[config.mk]
export PLATFORM = sky130hd
export DESIGN_NAME = modulator_pwm_gen
export DESIGN_NICKNAME = d
export VERILOG_FILES = /design/src/rtl/modulator_pwm_gen.sv
export SDC_FILE = /design/constraint.sdc
export NUM_CORES = 1
export LEC_CHECK = 0
export CORE_MARGIN = 2
export CORE_UTILIZATION = 52
export DETAILED_ROUTE_END_ITERATION = 8
export PLACE_DENSITY = 0.87
export SLEW_MARGIN = 15
export SYNTH_ARGS = -nofsm -noshare
export SYNTH_HDL_FRONTEND = slang
export SYNTH_SLANG_ARGS = --single-unit
[constraint.sdc]
create_clock -name clk -period 3.55 [get_ports clk]
set_input_delay 0.355 -clock clk [delete_from_list [all_inputs] [get_ports clk]]
set_output_delay 0.355 -clock clk [all_outputs]
set_load 0.01 [all_outputs]
[src/rtl/modulator_pwm_gen.sv]
// PWM modulator: each FIFO sample sets how many steps of a symbol drive pwm high.
// Symbols run back-to-back while the FIFO has data; an empty FIFO at a symbol end is an underflow.
module modulator_pwm_gen #(
   parameter int CLKS_PER_STEP    = 1,
   parameter int STEPS_PER_SYMBOL = 255,
   parameter int BITS_PER_SAMPLE  = 8,
   parameter int UNDERFLOW_HOLD   = 0
) (
   input  logic                       clk,
   input  logic                       rst,
   input  logic                       enable,
   input  logic [BITS_PER_SAMPLE-1:0] sample,
   input  logic                       empty,
   output logic                       read,
   output logic                       pwm,
   output logic                       tc_step,
   output logic                       tc_symb,
   output logic                       underflow,
   output logic                       busy
);

   localparam int CW = (CLKS_PER_STEP > 1) ? $clog2(CLKS_PER_STEP) : 1;
   localparam int SW = (STEPS_PER_SYMBOL > 1) ? $clog2(STEPS_PER_SYMBOL) : 1;
   localparam int XW = (SW > BITS_PER_SAMPLE) ? SW : BITS_PER_SAMPLE;
   localparam logic [CW-1:0] CLK_LAST  = CW'(CLKS_PER_STEP - 1);
   localparam logic [SW-1:0] STEP_LAST = SW'(STEPS_PER_SYMBOL - 1);

   typedef enum logic [1:0] {
      IDLE    = 2'b00,
      RUNNING = 2'b01
   } state_t;

   state_t                     state_reg, state_next;
   logic [CW-1:0]              clk_cnt_reg, clk_cnt_next;
   logic [SW-1:0]              step_cnt_reg, step_cnt_next;
   logic [BITS_PER_SAMPLE-1:0] sample_reg, sample_next;
   logic                       pwm_reg, pwm_next;
   logic                       running;

   assign running   = (state_reg == RUNNING);
   assign busy      = running;
   assign tc_step   = running && enable && (clk_cnt_reg == CLK_LAST);
   assign tc_symb   = tc_step && (step_cnt_reg == STEP_LAST);
   assign underflow = tc_symb && empty;
   // pwm_reg tracks the frozen position during a pause, so resuming keeps the duty exact
   assign pwm       = pwm_reg && enable;

   always_comb begin
      state_next    = state_reg;
      clk_cnt_next  = clk_cnt_reg;
      step_cnt_next = step_cnt_reg;
      sample_next   = sample_reg;
      read          = 1'b0;
      case (state_reg)
         RUNNING: begin
            if (enable) begin
               if (tc_symb) begin
                  clk_cnt_next  = '0;
                  step_cnt_next = '0;
                  if (!empty) begin
                     read        = 1'b1;
                     sample_next = sample;
                  end else if (UNDERFLOW_HOLD == 0) begin
                     state_next = IDLE;
                  end
               end else if (tc_step) begin
                  clk_cnt_next  = '0;
                  step_cnt_next = step_cnt_reg + 1'b1;
               end else begin
                  clk_cnt_next = clk_cnt_reg + 1'b1;
               end
            end
         end
         default: begin
            state_next    = IDLE;
            clk_cnt_next  = '0;
            step_cnt_next = '0;
            if (enable && !empty && !rst) begin
               read        = 1'b1;
               sample_next = sample;
               state_next  = RUNNING;
            end
         end
      endcase
      // pwm is computed for the position the counters will hold next cycle
      pwm_next = (state_next == RUNNING) && (XW'(step_cnt_next) < XW'(sample_next));
   end

   always_ff @(posedge clk or posedge rst) begin
      if (rst) begin
         state_reg    <= IDLE;
         clk_cnt_reg  <= '0;
         step_cnt_reg <= '0;
         sample_reg   <= '0;
         pwm_reg      <= 1'b0;
      end else begin
         state_reg    <= state_next;
         clk_cnt_reg  <= clk_cnt_next;
         step_cnt_reg <= step_cnt_next;
         sample_reg   <= sample_next;
         pwm_reg      <= pwm_next;
      end
   end

endmodule

==> flow_metrics.env <==
export IMPL_status="complete, no violations"
export IMPL_place_gp_congestion=0.8241
export IMPL_maxCapViolCount=0
export IMPL_yosys_most_used_dff="dfrtp_1"
export IMPL_synth_largest_area_cell="dfrtp_1"
export IMPL_slowest_delay_ps=540
export IMPL_cts_resized=0
export IMPL_ant_nets=0
export IMPL_grt_pass1_vias=842
export IMPL_final_hold_viol_count=0
export IMPL_diodes=0
export IMPL_path_clk_slew_ps=110
export IMPL_ir_drop_v=0.0002968
export IMPL_ys_warnings_count=0
export IMPL_synthTopCellsByCount="dfrtp_1, inv_1, nor2_1, ha_1"
export IMPL_post_dp_hpwl_um=1696
export IMPL_final_max_slew_viol_count=0
export IMPL_cp_buffers_inverters=1
export IMPL_power_density_nw_per_um2=355.8
export IMPL_grt_max_degree=22
export IMPL_antenna_found_initial=0
export IMPL_wl_per_cell_um=14.06
export IMPL_setup_slack_ps=642.5
export IMPL_synth_edff_count=0
export IMPL_synthesis_area_um2=1105
export IMPL_yosysTopAreaCellShare=0.4530
export IMPL_async_flop_share=1.000
export IMPL_dp_slack_ps=326.9
export IMPL_cts_tree="yes"
export IMPL_cts_sinks=20
export IMPL_clock_path_buffers=2
export IMPL_die_area_um2=2510
export IMPL_route_detailed_drc=0
export IMPL_syn_inst=107
export IMPL_ys_ff_latch=20
export IMPL_cp_start_kind="primary input"
export IMPL_fin_skew_ps=5.686
export IMPL_multiInputGateArea_um2=534.3
export IMPL_cp_arrival_ps=3170
export IMPL_cts_setup_buffers=0
export IMPL_yosys_cell_types_count=34
export IMPL_core_um2=1982
export IMPL_wirelength_um=2165
export IMPL_grt_ovfl_total=0
export IMPL_viasPerCell=5.292
export IMPL_die_y_um=50.10
export IMPL_fillerInstances=146
export IMPL_cts_root_buf="clkbuf_4"
export IMPL_vias=815
export IMPL_rsz0062_at_grt="no"
export IMPL_drt_initial_drc_count=18
export IMPL_postCtsHoldBufs=0
export IMPL_worstPathCellList="clkdlybuf4s50_1 > nand4bb_1 > or2_1 > o21ai_1 > nor2_1 > ha_1 > a211oi_1 > a31oi_1 > nor4_1 > o21a_1"
export IMPL_synth_nets=128
export IMPL_setup_worst_path_class="primary input to register"
export IMPL_die_w_um=50.10
export IMPL_yosys_top_cells_area="dfrtp_1, ha_1, mux2i_1"
export IMPL_clk_latency_ps=310
export IMPL_worstPathRequired_ps=3810
export IMPL_io_buffers=17
export IMPL_layout_nets=149
export IMPL_max_freq_ghz=0.3439
export IMPL_htree_levels=1
export IMPL_first_pass_iters=4
export IMPL_critPathMaxFanout=8
export IMPL_ys_seq_area_frac=0.4530
export IMPL_fin_crit_ps=2908
export IMPL_critPathTopFamily="simple AND/OR/NAND/NOR gates"
export IMPL_grt_usage=0.1981
export IMPL_io_pins=18
export IMPL_numCtsBuffers=3
export IMPL_syn2layout_area_growth_pct=20.16
export IMPL_finalSetupTns_ps=0
export IMPL_setup_violations_final=0
export IMPL_grt_pass1_wl_um=3732
export IMPL_start_util=0.5574
export IMPL_yosys_cell_count_top_type="dfrtp_1"
export IMPL_rows=16
export IMPL_layout_worst_path_cycle_share=0.8190
export IMPL_hp_class="primary input to asynchronous set/reset pin"
export IMPL_crit_path_end_kind="register"
export IMPL_avgSynthCellArea_um2=10.33
export IMPL_crit_slowest_cell="clkdlybuf4s50_1"
export IMPL_drive_gt1_frac=0.06299
export IMPL_p_leak_nw=0.5921
export IMPL_final_seq_area_um2=500.5
cell type report:
class,instances,area share
clock buffers,4,0.02733
flip-flops and latches,20,0.3770
multi-input cells,73,0.4025
well taps,27,0.02545
repair buffers,18,0.1338
inverters,12,0.03393
cells by family after synthesis:
family                     count (synthesis)  synth area share
DFF                                       20            0.4530
xor gates and xnor gates                   6           0.04756
AOI/OAI and AO/OA                         14           0.08834
muxes                                      8           0.07814
and+or+nand+nor                           35            0.1642
buffers and inverters                     14           0.06341
adders and majority gates                  9            0.1019
other                                      1          0.003394
worst min-delay path, delay by kind of cell:
family | cells | cell delay [ps]
buf+inv | 3 | 750
report_power, final:
part	internal [mW]	switching, mW
Combinational	0.0402	0.0422
Clock	0.0627	0.0725
Sequential	0.249	0.00563
Total	0.352	0.120
metal layers:
layer	GRT usage	share of wire	routed length (um)	vias to the layer above
li1	-	-	-	411
met1	0.2636	0.47	1020	379
met2	0.3092	0.48	1031	19
met3	0.03636	0.038	83	6
met4	0.09259	0.013	29	0
met5	0	0	0	-
per-stage QoR:
| step | util | cell area (um2) | total power [mW] | hold slack (ps) | instances |
|---|---|---|---|---|---|
| 4_1_cts | 0.6698 | 1328 | 0.4764 | 401.5 | 154 |
| 2_1_floorplan | - | 1105 | 0.3130 | 327.3 | 107 |
| 6_report | 0.6698 | 1328 | 0.4724 | 391.9 | 154 |
| 3_3_place_gp | 0.6515 | 1291 | 0.3385 | 467.9 | 150 |
| 3_5_place_dp | 0.6515 | 1291 | 0.3420 | 473.9 | 150 |
| 5_1_grt | 0.6698 | 1328 | 0.4984 | 448.1 | 154 |
placed cells by master (no fill, tap or decap):
master,netlist,layout
a211o_1,1,1
a211oi_1,1,1
a21oi_1,3,3
a31oi_1,2,2
and2_1,2,2
and2_4,1,1
buf_4,0,1
clkbuf_4,0,3
clkbuf_8,0,1
clkdlybuf4s50_1,0,17
clkinv_1,1,1
conb_1,1,1
dfrtp_1,20,20
ha_1,9,9
inv_1,11,11
mux2_1,1,1
mux2_4,1,1
mux2i_1,6,6
nand2_1,5,5
nand2b_1,1,1
nand3_1,5,5
nand4_1,4,4
nand4bb_1,1,1
nor2_1,11,11
nor3_1,1,1
nor3b_1,1,1
nor4_1,1,1
o211ai_1,1,1
o21a_1,1,1
o21ai_0,2,2
o21ai_1,1,1
o31ai_1,1,1
o32ai_2,1,1
or2_1,1,1
or2b_1,1,1
xor2_1,6,6
worst paths after layout:
kind,from,end,slack (ps),depth (start not counted)
min reg2reg,sample_reg[4],sample_reg[4],500,2
max,enable,pwm_reg,640,10
min in group clk,sample_reg[4],sample_reg[4],500,2
min,rst,step_cnt_reg[2],390,3
max reg2reg,step_cnt_reg[0],pwm_reg,720,13
max in group asynchronous,rst,sample_reg[4],2940,3
No activity file was read; power rests on OpenSTA's default activity.
